==> config.mk <==
export PLATFORM = sky130hd
export DESIGN_NAME = vc_to_d_router
export DESIGN_NICKNAME = d
export VERILOG_FILES = /design/src/rtl/router_pkg.sv /design/src/rtl/vc_arbiter.sv /design/src/rtl/vc_to_d_router.sv
export SDC_FILE = /design/constraint.sdc
export NUM_CORES = 1
export LEC_CHECK = 0
export ABC_CLOCK_PERIOD_IN_PS = 1910
export CAP_MARGIN = 20
export CORE_MARGIN = 2
export CORE_UTILIZATION = 33
export CTS_BUF_LIST = sky130_fd_sc_hd__clkbuf_16
export CTS_CLUSTER_DIAMETER = 50
export DETAILED_ROUTE_END_ITERATION = 8
export PLACE_DENSITY = 0.72
export SLEW_MARGIN = 0
export SYNTH_ARGS = -nofsm -noshare
export SYNTH_HDL_FRONTEND = slang
export SYNTH_SLANG_ARGS = --single-unit
==> constraint.sdc <==
create_clock -name clk -period 1.91 [get_ports clk]
set_input_delay 0.2865 -clock clk [delete_from_list [all_inputs] [get_ports clk]]
set_output_delay 0.2865 -clock clk [all_outputs]
set_load 0.02 [all_outputs]
==> src/rtl/router_pkg.sv <==
// Shared constants for the VC-to-destination router: FSM encoding and default widths.
package router_pkg;

    localparam int ROUTER_DATA_WIDTH = 6;
    localparam int ROUTER_DEST_BIT   = 4;

    typedef enum logic [1:0] {
        ST_INIT   = 2'd0,
        ST_IDLE   = 2'd1,
        ST_ACTIVE = 2'd2,
        ST_ERROR  = 2'd3
    } router_state_t;

endpackage

==> src/rtl/vc_arbiter.sv <==
// Picks at most one source VC to pop per cycle.
// ROUTER_RR_EN selects round-robin; otherwise VC0 has strict priority.
module vc_arbiter (
    input  logic clk,
    input  logic rst_n,
    input  logic clear,
    input  logic enable,
    input  logic req0,
    input  logic req1,
    output logic grant0,
    output logic grant1
);

`ifdef ROUTER_RR_EN
    // prefer1 flips after every grant so a busy VC cannot starve the other one
    logic prefer1;

    always_ff @(posedge clk or negedge rst_n) begin
        if (!rst_n) begin
            prefer1 <= 1'b0;
        end else if (clear) begin
            prefer1 <= 1'b0;
        end else if (grant0) begin
            prefer1 <= 1'b1;
        end else if (grant1) begin
            prefer1 <= 1'b0;
        end
    end

    always_comb begin
        grant0 = 1'b0;
        grant1 = 1'b0;
        if (enable) begin
            if (req0 && req1) begin
                grant0 = !prefer1;
                grant1 = prefer1;
            end else begin
                grant0 = req0;
                grant1 = req1;
            end
        end
    end
`else
    logic unused_rr_inputs;
    assign unused_rr_inputs = &{1'b0, clk, rst_n, clear};

    always_comb begin
        grant0 = enable && req0;
        grant1 = enable && req1 && !req0;
    end
`endif

endmodule

==> src/rtl/vc_to_d_router.sv <==
// Moves words from two source VC FIFOs to destination D0/D1 chosen by data[DEST_BIT].
// Build option ROUTER_RR_EN switches the VC arbiter to round-robin.
module vc_to_d_router
    import router_pkg::*;
#(
    parameter int DATA_WIDTH = ROUTER_DATA_WIDTH,
    parameter int DEST_BIT   = ROUTER_DEST_BIT
) (
    input  logic                  clk,
    input  logic                  reset_L,
    input  logic                  init,
    input  logic                  vc0_empty,
    input  logic                  vc1_empty,
    input  logic [DATA_WIDTH-1:0] vc0_data,
    input  logic [DATA_WIDTH-1:0] vc1_data,
    input  logic                  d0_almost_full,
    input  logic                  d1_almost_full,
    input  logic                  d0_full,
    input  logic                  d1_full,
    output logic                  vc0_rd_enable,
    output logic                  vc1_rd_enable,
    output logic                  d0_wr_enable,
    output logic                  d1_wr_enable,
    output logic [DATA_WIDTH-1:0] d0_data,
    output logic [DATA_WIDTH-1:0] d1_data,
    output logic [1:0]            state,
    output logic                  error_out,
    output logic [7:0]            d0_count,
    output logic [7:0]            d1_count
);

    router_state_t         state_q, state_d;
    logic                  pop_ok, grant0, grant1;
    logic                  pend_valid, pend_src;
    logic                  stage_valid;
    logic [DATA_WIDTH-1:0] stage_data;
    logic                  dest_sel, push0, push1, drop;

    assign pop_ok = init && (state_q == ST_IDLE || state_q == ST_ACTIVE)
                    && !d0_almost_full && !d1_almost_full;

    vc_arbiter u_arb (
        .clk    (clk),
        .rst_n  (reset_L),
        .clear  (!init),
        .enable (pop_ok),
        .req0   (!vc0_empty),
        .req1   (!vc1_empty),
        .grant0 (grant0),
        .grant1 (grant1)
    );

    assign vc0_rd_enable = grant0;
    assign vc1_rd_enable = grant1;

    // FIFO read data lags the pop by one cycle, so the source tag waits in pend_* first
    always_ff @(posedge clk or negedge reset_L) begin
        if (!reset_L) begin
            pend_valid  <= 1'b0;
            pend_src    <= 1'b0;
            stage_valid <= 1'b0;
            stage_data  <= '0;
        end else if (!init) begin
            pend_valid  <= 1'b0;
            pend_src    <= 1'b0;
            stage_valid <= 1'b0;
            stage_data  <= '0;
        end else begin
            pend_valid  <= grant0 || grant1;
            pend_src    <= grant1;
            stage_valid <= pend_valid;
            stage_data  <= pend_src ? vc1_data : vc0_data;
        end
    end

    assign dest_sel = stage_data[DEST_BIT];
    assign push0    = init && stage_valid && !dest_sel && !d0_full;
    assign push1    = init && stage_valid &&  dest_sel && !d1_full;
    assign drop     = init && stage_valid && (dest_sel ? d1_full : d0_full);

    assign d0_wr_enable = push0;
    assign d1_wr_enable = push1;
    assign d0_data      = push0 ? stage_data : '0;
    assign d1_data      = push1 ? stage_data : '0;

    // Counters survive init=0; only the hard reset clears them
    always_ff @(posedge clk or negedge reset_L) begin
        if (!reset_L) begin
            error_out <= 1'b0;
            d0_count  <= '0;
            d1_count  <= '0;
        end else begin
            if (!init) begin
                error_out <= 1'b0;
            end else if (drop) begin
                error_out <= 1'b1;
            end
            if (push0) begin
                d0_count <= d0_count + 8'd1;
            end
            if (push1) begin
                d1_count <= d1_count + 8'd1;
            end
        end
    end

    always_ff @(posedge clk or negedge reset_L) begin
        if (!reset_L) begin
            state_q <= ST_INIT;
        end else begin
            state_q <= state_d;
        end
    end

    always_comb begin
        state_d = state_q;
        if (!init) begin
            state_d = ST_INIT;
        end else begin
            case (state_q)
                ST_INIT: state_d = ST_IDLE;
                ST_IDLE, ST_ACTIVE: begin
                    if (drop) begin
                        state_d = ST_ERROR;
                    end else if (grant0 || grant1) begin
                        state_d = ST_ACTIVE;
                    end else begin
                        state_d = ST_IDLE;
                    end
                end
                ST_ERROR: state_d = ST_ERROR;
                default:  state_d = ST_INIT;
            endcase
        end
    end

    assign state = state_q;

endmodule

# == Word level (Yosys, flattened, before mapping) ==
# Index checks and enable logic that the tools add are counted.
# word_totals
regBits,28
word_cells,51
# classes
addsub,2
eq_ne,4
mux,14
reduce_logical,23
# op_table
op,n
$mux 6,4
$add 8x1->8 const B,2
$logic_and 1x1->1,12
$logic_not 1->1,7
$mux 1,6
$mux 2,3
$pmux 2 s3,1
$eq 2x2->1 const B,2
$eq 2x1->1 const B,1
$logic_not 2->1,1
$logic_or 1x1->1,2
$ne 2x1->1 const B,1
$reduce_or 2->1,1

# == Depth between registers and ports, before layout ==
# Gate-level depths: netlist (run 1).
# logic_depth
depth_word,12
ltp_mapped,5
ltp_nobuf,5

# == Cells and area by module ==
# From an unflattened synthesis (run 1), not the netlist that was laid out.
# hier_totals
hier_cells,123
area_unflattened_um2,1368.8
# modules_own_cells
mod,instances,cells_per_inst,area_each_um2,seq_area_each_um2
vc_to_d_router,1,121,1352.5,700.7
vc_arbiter,1,2,16.3,0.0

# == Worst setup path after synthesis (run 1) ==
# OpenSTA, ideal clock, no wires.
# synth_timing
kind,reg-to-output
startpoint,"register state_q[0], in the netlist state[0]"
endpoint,output port vc1_rd_enable
arrival_ps,1533
t_required_ps,1623
setup_slack_ps,91
path_stages_with_launch,5
path_cell_list,dfrtp_1 -> inv_1 -> ha_1 -> nand4bb_1 -> nor3b_1
# synth_via
elab_chain_len,7
# synth_rtl
item,line_no,source
"start, declared",vc_to_d_router.sv:32,"router_state_t state_q, state_d;"
"start signal, assigned",vc_to_d_router.sv:111,state_q <= state_d;
$eq 2x1->1 or $eq 2x2->1 (tied branches),vc_to_d_router.sv:39,assign pop_ok = init && (state_q == ST_IDLE || state_q == ST_ACTIVE)
$logic_or 1x1->1 (*),vc_to_d_router.sv:39,
$logic_and 1x1->1 (*),vc_to_d_router.sv:39,
$logic_and 1x1->1 (*) (2 in a row),vc_to_d_router.sv:40,&& !d0_almost_full && !d1_almost_full;
$logic_and 1x1->1 (*) (2 in a row),vc_arbiter.sv:49,grant1 = enable && req1 && !req0;
"end, declared",vc_to_d_router.sv:21,"output logic vc1_rd_enable,"
# Mark *: on every way between the ends. The rest lies on a longest branch, timed or not.

# == Worst setup path in the final report (run 1) ==
# layout_timing
startpoint,input port d0_full
endpoint,output port d0_data[3]
# layout_via
elab_chain_len,3
# layout_rtl
item,line_no,source
"start, declared",vc_to_d_router.sv:18,"input logic d0_full,"
$logic_not 1->1,vc_to_d_router.sv:77,assign push0 = init && stage_valid && !dest_sel && !d0_full;
$logic_and 1x1->1,vc_to_d_router.sv:77,
$mux 6,vc_to_d_router.sv:83,assign d0_data = push0 ? stage_data : '0;
"end, declared",vc_to_d_router.sv:24,"output logic [DATA_WIDTH-1:0] d0_data,"
# Every way passes these cells.

==> results of run 1 <==
## synthesized netlist by cell type (all sizes together)
| library cell | n | share of area |
|---|---|---|
| dfrtp | 28 | 0.52 |
| clkbuf | 2 | 0.0055 |
| nand3 | 4 | 0.015 |
| and4bb | 1 | 0.0092 |
| a31oi | 1 | 0.0046 |
| and4 | 2 | 0.013 |
| nand2 | 3 | 0.0083 |
| and2 | 11 | 0.051 |
| o31ai | 1 | 0.0055 |
| xor2 | 2 | 0.013 |
| inv | 2 | 0.0055 |
| nor2 | 3 | 0.0083 |
| o31a | 1 | 0.0064 |
| xnor2 | 12 | 0.077 |
| and4b | 2 | 0.015 |
| o21a | 1 | 0.0055 |
| nand4bb | 1 | 0.0083 |
| conb | 1 | 0.0028 |
| nor3b | 3 | 0.017 |
| and3 | 4 | 0.018 |
| ha | 4 | 0.037 |
| nand4 | 6 | 0.032 |
| nor2b | 6 | 0.028 |
| a21oi | 1 | 0.0037 |
| buf | 4 | 0.028 |
| mux2 | 3 | 0.025 |
| mux2i | 6 | 0.044 |
## per-stage QoR
step	setup TNS, ns	cells	util	total power, mW	setup slack (ns)
final	0	230	0.526	1.22	0.129
after global routing	0	230	0.526	1.28	0.0380
after CTS	0	230	0.530	1.23	0.00372
after detailed placement	-4.54	226	0.508	0.767	-0.375
after global placement	-3.91	226	0.508	0.763	-0.305
after floorplan	0	115	-	0.673	0.0908
## flip-flops by register name, summed over array words and instances, names as in the netlist
name and count:
d1_count 8, stage_valid 1, pend_src 1, state 2, pend_valid 1, error_out 1, stage_data 6, d0_count 8
## cell type report
type                    count  area [sq um]  share of cell area
well taps                  50          62.6              0.0299
repair buffers             67           633               0.303
flip-flops and latches     28           701               0.335
inverters                   2          7.51             0.00359
clock inverters             1          3.75             0.00180
multi-input cells          79           608               0.291
clock buffers               3          75.1              0.0359
## cell usage in the layout (no fill, tap or decap), drive strengths merged, types with 4 or more instances in the layout
master / netlist / routed
buf: 4 / 14
clkdlybuf4s50: 0 / 38
nand3: 4 / 4
and3: 4 / 4
nand4: 6 / 6
dfrtp: 28 / 28
xnor2: 12 / 12
nor2b: 6 / 6
mux2i: 6 / 6
and2: 11 / 11
ha: 4 / 4
clkbuf: 2 / 5
clkdlybuf4s15: 0 / 10
## path summary, 6_finish.rpt
path | cells after the start | slack (ns) | endpoint
setup / recovery | 4 | 0.13 | d0_data[3]
hold / removal | 2 | 0.40 | error_out
setup reg to reg | 4 | 0.43 | d0_count[1]
hold reg to reg | 1 | 0.46 | stage_valid
max in group asynchronous | 2 | 1.25 | pend_src
min in group clk | 1 | 0.46 | stage_valid
## report_power, final
group          switching [mW]  internal, mW
combinational          0.0524        0.0790
clock                   0.190         0.280
sequential             0.0129         0.607
## logic make-up (layout without fill, tap and decap cells)
logic type / count (synthesis) / count (layout) / share of synthesized area
XOR/XNOR: 14 / 14 / 0.0902
adder cells (fa/ha/maj): 4 / 4 / 0.0368
AND/OR/NAND/NOR: 46 / 46 / 0.222
flip-flops: 28 / 28 / 0.515
multiplexers: 9 / 9 / 0.0690
buffers and inverters: 8 / 73 / 0.0386
other: 1 / 1 / 0.00276
AO/OA/AOI/OAI: 5 / 5 / 0.0258
## layer usage
layer / vias to the layer above / share of wire / wire (um)
li1: 523 / - / -
met2: 34 / 0.54 / 1590
met4: 0 / 0.0058 / 17
met5: - / 0 / 0
met3: 2 / 0.052 / 153
met1: 505 / 0.40 / 1170
## what timing repair did
item                       CTS  global route
setup endpoints to repair   15            14
gates resized for setup     38             5
pin swaps                    0             1
==> run metrics, run 1 <==
final hold slack=0.395 ns; Routed WL=2930 um; worst-path fanout max=6; Buffers & Inverters on Critical Path=2; status=completed; leakage=0.950 nW; Fillers=345; Post-CTS Setup Bufs=0; Net Count, Synth=140; Synth Instances=115; GR met3 Demand/Resource=0.0247; power density cells=584 nW/um^2; fin crit share=0.933; I/O Buffers=54; final hold viol count=0; vias in the first global route=1,136; worst hold path class=in -> async; cell family with most CP delay=buffers and inverters; number of max-cap violations=0; hold_buf cts=0; CP peak stage delay=0.42 ns; maximum clock frequency=561 MHz; via count=1,064; GRT overflow=0; largest net degree at the start of global routing=29; num ports=56; placed inst area=2020 sq um; Worst setup EP type=output pin; Root Driver=clkbuf_16; CP Data Required Time=1.62 ns; Die Ht=68.2 um; routability cong.=0.724; met2 GRT Util=0.262; Worst Path Arrival=1.49 ns; worst path cell trace=clkdlybuf4s50_1, and4bb_2, and2_1, clkdlybuf4s15_1; clk slew on worst S/H paths=0.07 ns; antenna violations before repair=0; drt wl/cell=12.7 um; Diodes inserted=0; share of cells above drive strength 1=0.183; num rows=23; H-tree level count=1; Worst Skew=0.00524 ns; Max stage delay cell, worst path=clkdlybuf4s50_1; area grow syn2layout=53.7%; Iter 0 DRT Violations=12; Most Used Layer, Global Route=met2; Synth Register Bits=28; Post-Syn Area per Cell=11.8 sq um; Global Route Usage Sum=0.141; critical path type=in -> out; CTS Buf Count=3; Setup crit start=d0_full; die width=68.2 um; R2R Path Start=stage_data[4]; via/cell ratio=4.63; Peak VDD IR=420 uV; Post-route DRC=0; Cell variety after synth=29; Worst-Skew Late Latency=0.26 ns; antenna-violating nets left=0; core box area=3970 sq um; Final Setup Violations=0; Critical Path Source Type=input pin; Starting Density=0.342; Clock Tree Buf Depth=2; clock period minus worst slack=1.78 ns; TritonCTS clock tree=yes; design area=2090 sq um; nets@finish=206; CTS sink cnt=28; DIE AREA=4650 sq um; Final Max Tran Viols=0; HPWL after DPL=2370 um; Syn. warnings=0; RSZ-0062 raised after global routing=no; first-pass GRT wire length=5050 um; Post-Syn Area=1360 sq um; met1 usage in global routing=0.169; Seq/Total Area, Yosys=0.515; DRT Pass-1 Iters=4
Note: power is estimated with default switching activity, not from simulation.
==> inputs of run 2 (changes only) <==
--- a/config.mk
+++ b/config.mk
@@ -6,14 +6,12 @@
 export NUM_CORES = 1
 export LEC_CHECK = 0
 export ABC_CLOCK_PERIOD_IN_PS = 1910
-export CAP_MARGIN = 20
 export CORE_MARGIN = 2
 export CORE_UTILIZATION = 33
 export CTS_BUF_LIST = sky130_fd_sc_hd__clkbuf_16
 export CTS_CLUSTER_DIAMETER = 50
 export DETAILED_ROUTE_END_ITERATION = 8
 export PLACE_DENSITY = 0.72
-export SLEW_MARGIN = 0
 export SYNTH_ARGS = -nofsm -noshare
 export SYNTH_HDL_FRONTEND = slang
 export SYNTH_SLANG_ARGS = --single-unit
==> results of run 2 <==
No change in the layout: final DEF, timing and power equal those of run 1.
==> inputs of run 3 (changes only) <==
--- a/config.mk
+++ b/config.mk
@@ -5,13 +5,13 @@
 export SDC_FILE = /design/constraint.sdc
 export NUM_CORES = 1
 export LEC_CHECK = 0
-export ABC_CLOCK_PERIOD_IN_PS = 1910
+export ABC_CLOCK_PERIOD_IN_PS = 1700
 export CORE_MARGIN = 2
 export CORE_UTILIZATION = 33
 export CTS_BUF_LIST = sky130_fd_sc_hd__clkbuf_16
 export CTS_CLUSTER_DIAMETER = 50
 export DETAILED_ROUTE_END_ITERATION = 8
-export PLACE_DENSITY = 0.72
+export PLACE_DENSITY_LB_ADDON = 0.25
 export SYNTH_ARGS = -nofsm -noshare
 export SYNTH_HDL_FRONTEND = slang
 export SYNTH_SLANG_ARGS = --single-unit
==> constraint.sdc (replaced) <==
create_clock -name clk -period 1.7 [get_ports clk]
set_input_delay 0.255 -clock clk [delete_from_list [all_inputs] [get_ports clk]]
set_output_delay 0.255 -clock clk [all_outputs]
set_load 0.02 [all_outputs]
==> run 3 against run 2 <==
Against the previous run: critical path type is now reg -> out; sequential power increased by 13%; largest power group unchanged; via count decreased by 0.66%; the flow now finishes with violations (setup timing); combinational power increased by 21%; clock skew decreased by 0.00097 ns; sequential cell count unchanged; highest routed layer unchanged; largest cell class unchanged.
==> run metrics, run 3 (synthesis results as in run 1) <==
status=complete, but fails checks (was completed); failing checks=setup timing; share of cells above drive strength 1=0.228 (was 0.183); routability cong.=0.736 (was 0.724); setup_tns=-0.0199 ns (was 0 ns); HPWL after DPL=2260 um (was 2370 um); Critical Path Source Type=flop (was input pin); worst path cell trace=inv_2, ha_4, nand4bb_4, nor3b_2, buf_4 (was clkdlybuf4s50_1, and4bb_2, and2_1, clkdlybuf4s15_1); RSZ-0062 raised after global routing=yes (was no); CTS Buf Count=3 (unchanged); cell family with most CP delay=flip-flops (was buffers and inverters); Final Util=0.520 (was 0.526); critical path type=reg -> out (was in -> out); first-pass GRT wire length=4910 um (was 5050 um); Peak VDD IR=344 uV (was 420 uV); Root Driver=clkbuf_16 (unchanged); maximum clock frequency=581 MHz; via count=1,057 (was 1,064); cell count after placement=227 (was 226); Post-CTS Setup Bufs=0 (unchanged); GRT overflow=0 (unchanged); Buffers & Inverters on Critical Path=2 (unchanged); leakage=0.968 nW (was 0.950 nW); Global Route Usage Sum=0.140 (was 0.141); Routed WL=2950 um (was 2930 um); DIE AREA=4650 sq um (unchanged); Tot Pwr=1.37 mW (was 1.22 mW); num rows=23 (unchanged); Final Max Tran Viols=0 (unchanged); final hold viol count=0 (unchanged); vias in the first global route=1,064 (was 1,136); Post-Layout Cell Count=230 (unchanged); most frequent cells in the layout=clkdlybuf4s50_1, dfrtp_1, buf_4, xnor2_1, buf_2 (was clkdlybuf4s50_1, dfrtp_1, buf_4, xnor2_1, and2_1); R2R Path Start=stage_data[4] (unchanged); DRT Pass-1 Iters=4 (unchanged); placed inst area=2030 sq um (was 2020 sq um); design area=2070 sq um (was 2090 sq um); drt wl/cell=12.8 um (was 12.7 um); CTS sink cnt=28 (unchanged); Max stage delay cell, worst path=dfrtp_1 (was clkdlybuf4s50_1); top flop regs=d0_count (8), d1_count (8), stage_data (6) (unchanged); core box area=3970 sq um (unchanged); Worst-Skew Late Latency=0.26 ns (about the same); final hold slack=0.376 ns (was 0.395 ns); via/cell ratio=4.60 (was 4.63); clk slew on worst S/H paths=0.06 ns (was 0.07 ns); CP Data Required Time=1.44 ns (was 1.62 ns); Worst setup EP type=output pin (unchanged); nets@finish=207 (was 206); TritonCTS clock tree=yes (unchanged); I/O Buffers=54 (unchanged); Post-route DRC=0 (unchanged); Worst Skew=0.00427 ns (was 0.00524 ns); Iter 0 DRT Violations=51 (was 12); antenna violations before repair=0 (unchanged); num ports=56 (unchanged); number of max-cap violations=0 (unchanged); clock period minus worst slack=1.72 ns; worst-path fanout max=3 (was 6); area grow syn2layout=51.9% (was 53.7%); H-tree level count=1 (unchanged); largest net degree at the start of global routing=29 (unchanged); Clock Tree Buf Depth=2 (unchanged); Diodes inserted=0 (unchanged); antenna-violating nets left=0 (unchanged); power density cells=662 nW/um^2 (was 584 nW/um^2); Reg2Reg Depth=4 (unchanged); final worst slack=-0.0199 ns (was 0.129 ns); flop2flop setup slack=0.22 ns (was 0.43 ns); commonest non-fill, non-tap cell in the layout=clkdlybuf4s50_1 (unchanged); r2r endpoint=d0_count[1] (unchanged); Worst Path Arrival=1.46 ns (was 1.49 ns); die width=68.2 um (unchanged); Final Setup Violations=1 (was 0); CP peak stage delay=0.38 ns (was 0.42 ns); Fillers=363 (was 345); fin crit share=1.01; Starting Density=0.342 (unchanged); worst hold path class=in -> async (unchanged); Post-Place Setup Slack=-0.429 ns (was -0.375 ns); Die Ht=68.2 um (unchanged)
## run 3: what timing repair did
item,4_1_cts,5_1_grt
pin swaps,2,2
endpoints found under the setup margin,15,5
gates cloned,0,0
gates resized for setup,57,7
hold buffers,0,0
## run 3: worst max path at each step
stage / depth (start not counted) / start / to / slack, ns
6_report: 5 / state[0] / vc1_rd_enable / -0.02
3_3_place_gp: 4 / init / d1_data[1] / -0.38
2_1_floorplan: 4 / state[0] / vc1_rd_enable / 0.09
3_5_place_dp: 4 / init / d1_data[0] / -0.43
5_1_grt: 5 / state[0] / vc1_rd_enable / -0.12
4_1_cts: 5 / state[0] / vc1_rd_enable / -0.06
## run 3: power by group
part           switching [mW]  internal, mW  total (mW)
combinational          0.0640        0.0944       0.158
clock                   0.200         0.311       0.511
sequential             0.0155         0.683       0.698
## run 3: cell type report
| type | instances | area [sq um] | share of cell area |
|---|---|---|---|
| clock buffer | 3 | 75.1 | 0.0363 |
| inverter | 2 | 7.51 | 0.00363 |
| multi-input combinational | 79 | 642 | 0.311 |
| sequential | 28 | 701 | 0.339 |
| tap | 50 | 62.6 | 0.0303 |
| timing repair buffer | 68 | 578 | 0.280 |
## run 3: layer usage
layer	global-route usage	part of all wire
met2	0.251	0.54
met1	0.165	0.40
met5	0	0
met4	0.0450	0.0051
met3	0.0296	0.051
==> variant 1 (config.mk and constraints of run 3) <==
Add a define of `ROUTER_RR_EN`.
--- a/src/rtl/vc_arbiter.sv
+++ b/src/rtl/vc_arbiter.sv
@@ -2,2 +2,4 @@
 // ROUTER_RR_EN selects round-robin; otherwise VC0 has strict priority.
+`define ROUTER_RR_EN
+
 module vc_arbiter (
Function: changed (Yosys sat finds a counterexample within 4 cycles, from zero or initial values and one cycle with reset_L low).
==> variant 1 against run 3 <==
- via count is 9.2% higher
- hold slack got worse by 0.0082 ns
- clock power up 60%
- worst setup slack improved by 0.027 ns
- utilization fell by 0.71 points
- final area increased by 6.7%
- area after synthesis up 6.1%
- sequential cell count increased by 1
- critical path depth unchanged
- register-to-register slack improved by 0.02 ns
- total power increased by 24%
- synthesized cell count grew 5.2%
- routed wire length is 2.9% higher
- critical path type unchanged
==> variant 1: results (changes against run 3) <==
* Status: finished clean
* Share of post-route cells with drive strength above 1 at 24.2% (+1.4 points)
* Antenna-violating nets left at 0 (unchanged)
* Lkg Pwr at 1.08 nW (+11%)
* Data arrival, critical path at 1.44 ns (-0.02 ns)
* Htree depth at 2 (+1)
* Worst hold path class: primary input to asynchronous set/reset pin
* Top flop regs: d0_count x8, d1_count x8, stage_data x6
* Fin cells at 246 (+7.0%)
* # fillers at 391 (+7.7%)
* P_int at 1.33 mW (+22%)
* Placed cell area at 2100 sq um (+3.3%)
* FF-to-FF End: state[1]
* Worst-path clk slew at 0.05 ns
* Gr usage total at 13.8% (-0.18 points)
* Wire length on met2 at 1.51 mm (-5.2%)
* GPL Wtd Cong at 0.712 (-3.2%)
* Synth cell types at 35 (+21%)
* Post-synthesis mux area share at 6.50% (-0.39 points)
* Metal3 WL at 184 um (+22%)
* Initial DRC count at 32 (-37%)
* Critical path's top delay family: flip-flops
* First-pass GRT wire length at 5.18 mm (+5.6%)
* Worst skew pair latency at 0.27 ns
* Ant. Diodes at 0 (unchanged)
* Slowest library cell on the worst path: dfrtp_1
* Number of buffers added on ports at 54 (unchanged)
* Async S/R FF share, synth at 100% (unchanged)
* Net Count, Synth at 146 (+4.3%)
* Synth Area in XOR/XNOR at 9.02% (about the same)
* Vias at 1154 (+9.2%)
* Sequential share of the synthesized area at 50.3% (-1.2 points)
* Nets at 218 (+5.3%)
* Per-cell routed wire length at 12.3 um (-3.8%)
* Total CTS buffers at 5 (+2)
* Pin count of the biggest net entering global routing at 30 (+3.4%)
* CP max FO at 3 (unchanged)
* Top post-synthesis cells by count: 29 x dfrtp_1, 11 x and2_1, 11 x xnor2_1
* Detailed Place HPWL at 2.31 mm (+2.4%)
* Worst r2r path cells at 6 (+2)
* Clk buf depth at 2 (unchanged)
* Worst VDD drop at 0.000354 V (+2.9%)
* R2r setup slk at 0.24 ns (+0.02 ns)
* Dpl cells at 235 (+3.5%)
* Number of detailed-route iterations in the first pass at 4 (unchanged)
* Compound-Gate Fraction of Synth Area at 3.30% (+0.72 points)
* Synth Area in Adders at 3.47% (-0.21 points)
* Vias in the first global route at 1103 (+3.7%)
* DR top layer: met4
* Wire length on met1 at 1.28 mm (+7.6%)
* RR Startpoint: state[0]
* Top post-synthesis cells by area: dfrtp_1 50%, xnor2_1 6.7%, and2_1 4.8%, mux2i_1 4.2%, ha_1 3.5%
* Syn Area/Cell at 11.9 sq um (+0.81%)
* Clock Skew at 0.00478 ns (+0.000516 ns)
==> variant 1: cell count changes in the layout (fill, tap and decap cells not counted), sizes merged, moves of 2 or more <==
cell,run 3,this run
dlygate4sd2,2,4
clkdlybuf4s50,38,36
clkinv,0,2
nor3,0,3
clkbuf,3,5
nor3b,3,1
buf,28,30
==> variant 1: metrics by stage <==
stage	setup WS, ns	hold slack [ns]	util (%)
after floorplan	-0.0954	-0.0406	-
after global placement	-0.443	0.437	48.8
after detailed placement	-0.477	0.449	48.8
after CTS	-0.00356	0.384	51.2
after global routing	-0.0770	0.419	51.3
final	0.00748	0.368	51.3
==> variant 1: what timing repair did <==
action | in CTS | in global routing
resized for setup | 60 | 3
buffers inserted | 2 | 1
endpoints found under the setup margin | 15 | 4
pin swaps | 3 | 1
==> variant 1: how the worst max path moves through the flow <==
stage,startpoint,to,slack (ns)
after floorplan,state[0],vc0_rd_enable,-0.1
after global placement,init,d1_data[5],-0.44
after detailed placement,init,d1_data[3],-0.48
after CTS,state[1],vc1_rd_enable,-0.004
after global routing,state[0],vc0_rd_enable,-0.08
final,state[0],vc1_rd_enable,0.007
==> variant 1: layout make-up <==
cell class / instances / area (sq um) / area share [%]
clock buffer: 5 / 125 / 5.68
clock inverter: 3 / 13.8 / 0.625
inverter: 2 / 7.51 / 0.341
multi-input combinational: 84 / 666 / 30.2
sequential: 29 / 726 / 32.9
tap: 52 / 65.1 / 2.95
timing repair buffer: 71 / 601 / 27.3
==> variant 1: kinds of logic (layout without fill, tap and decap cells) <==
logic type	Yosys count	in the layout
compound gates	7	7
xor+xnor	14	14
other cells	1	1
buf+inv	8	81
fa+ha+maj	4	4
flops	29	29
simple gates	49	49
mux	9	9
==> variant 1: layer usage <==
layer  vias up  global-route usage [%]
li1        558                       -
met4         0                    6.41
met1       550                    15.9
met3         7                    5.19
met2        39                    22.6
met5         -                       0
==> variant 1: power by group through the flow <==
stage               Combinational [mW]  Clock, mW  Sequential [mW]
floorplan                       0.0427          0            0.741
global placement                 0.153          0            0.734
detailed placement               0.157          0            0.734
CTS                              0.160      0.839            0.723
global route                     0.174      0.875            0.725
finish                           0.158      0.816            0.724
==> variant 2 (config.mk and constraints of run 3) <==
Without the edit above. Register the output `d0_count` once more, with the module's reset; this adds one clock of latency there. The other outputs are not delayed to match.
--- a/src/rtl/vc_to_d_router.sv
+++ b/src/rtl/vc_to_d_router.sv
@@ -30,2 +30,4 @@
 );
+
+    logic [7:0] d0_count_s0;
 
@@ -89,3 +91,3 @@
             error_out <= 1'b0;
-            d0_count  <= '0;
+            d0_count_s0 <= '0;
             d1_count  <= '0;
@@ -98,3 +100,3 @@
             if (push0) begin
-                d0_count <= d0_count + 8'd1;
+                d0_count_s0 <= d0_count_s0 + 8'd1;
             end
@@ -138,2 +140,10 @@
 
+    always_ff @(posedge clk or negedge reset_L) begin
+        if (!reset_L) begin
+            d0_count <= '0;
+        end else begin
+            d0_count <= d0_count_s0;
+        end
+    end
+
 endmodule
Formal check against the unedited RTL: not equivalent (Yosys sat finds a counterexample within 10 cycles, from zero or initial values and one cycle with reset_L low).
==> variant 2 against run 3 <==
- the run still ends with negative setup slack left
- critical path type unchanged
- routed wire length grew 12%
- final area grew 15%
- area after synthesis up 15%
- critical path depth unchanged
- worst setup slack improved by 0.011 ns
- synthesized cell count rose by 6.1%
- sequential cell count increased by 8
- total power rose by 42%
==> variant 2: results (changes against run 3) <==
* RR Startpoint: state[1]
* Metal3 WL at 176 um (+17%)
* Synth cell types at 31 (+6.9%)
* Final TNS setup at -0.00894 ns (+0.0109 ns)
* First-pass GRT wire length at 5.68 mm (+16%)
* Violations in the final reports: negative setup slack
* FF-to-FF End: state[0]
* Final setup fails at 1 (unchanged)
* Top flop regs: d0_count x8, d0_count_s0 x8, d1_count x8
* Worst r2r path cells at 6 (+2)
* Htree depth at 2 (+1)
* Nets at 219 (+5.8%)
* GR Layer Usage met2 at 23.8% (-1.3 points)
* P_int at 1.51 mW (+39%)
* Top post-synthesis cells by area: dfrtp_1 58%, xnor2_1 6.2%, and2_1 4.4%, mux2i_1 3.8%, ha_1 3.2%
* Met3 GRT Util at 3.73% (+0.77 points)
* Worst skew pair latency at 0.28 ns (+0.02 ns)
* Syn Area/Cell at 12.8 sq um (+8.6%)
* Setup slack after layout at -0.00894 ns (+0.0109 ns)
* Dpl cells at 239 (+5.3%)
* Wire length on met2 at 1.71 mm (+7.6%)
* Worst VDD drop at 0.000399 V (+16%)
* Share of post-route cells with drive strength above 1 at 26.2% (+3.4 points)
* Clock Skew at 0.00666 ns (+0.00240 ns)
* GPL Wtd Cong at 0.775 (+5.3%)
* Per-cell routed wire length at 13.2 um (+3.2%)
* Net Count, Synth at 147 (+5.0%)
* Detailed Place HPWL at 2.51 mm (+11%)
* Lkg Pwr at 1.16 nW (+19%)
* Total CTS buffers at 5 (+2)
* Pin count of the biggest net entering global routing at 37 (+28%)
* Status: complete, but fails checks
* Sequential share of the synthesized area at 57.5% (+6.0 points)
* Vias per cell at 4.72 (+2.8%)
* Gr usage total at 14.4% (+0.41 points)
* Fin cells at 249 (+8.3%)
variant 2: repair_timing:
item                                    4_1_cts  5_1_grt
hold endpoints to repair                      0        0
resized for setup                            57        7
endpoints found under the setup margin       15        5
hold buffers                                  0        0
gates cloned                                  0        0
buffers inserted                              1        1
pin swaps                                     2        3
variant 2: cells by family (layout without fill, tap and decap cells):
logic type | count (synthesis) | count (layout) | share of synthesized area (%)
xor gates and xnor gates | 14 | 14 | 8.31
AOI/OAI and AO/OA | 5 | 5 | 2.24
DFF | 36 | 36 | 57.5
other | 1 | 1 | 0.239
and+or+nand+nor | 45 | 45 | 19.2
muxes | 9 | 9 | 5.99
buffers and inverters | 8 | 81 | 3.35
adders and majority gates | 4 | 4 | 3.20
variant 2: final cells by class:
cell class	instances	area, sq um
clock buffers	5	125
clock inverters	3	18.8
fillers	406	2290
inverters	2	7.51
multi-input cells	78	648
flip-flops and latches	36	901
well taps	54	67.6
repair buffers	71	602
variant 2: metrics by stage:
stage	hold slack [ns]	area [sq um]	total power, mW	util (%)	worst slack (ns)
detailed placement	0.326	2240	1.07	48.1	-0.490
global route	0.0605	2370	2.03	50.8	-0.0823
CTS	0.0251	2370	1.98	51.0	-0.0307
global placement	0.310	2240	1.06	48.1	-0.440
floorplan	-0.0406	1570	0.956	-	0.0888
finish	0.00636	2370	1.94	50.8	-0.00894
variant 2: power groups by stage:
stage                     clock network, mW  logic [mW]  registers, mW
after detailed placement                  0       0.160          0.908
after global routing                  0.954       0.184          0.896
after floorplan                           0      0.0410          0.915
after CTS                             0.912       0.169          0.893
after global placement                    0       0.155          0.907
final                                 0.882       0.167          0.894
variant 2: worst max-delay path: stages (launching register included):
cell and delay [ns]:
dfrtp_1 0.36, inv_1 0.08, ha_4 0.28, nand4bb_4 0.13
nor3b_2 0.17, buf_4 0.16
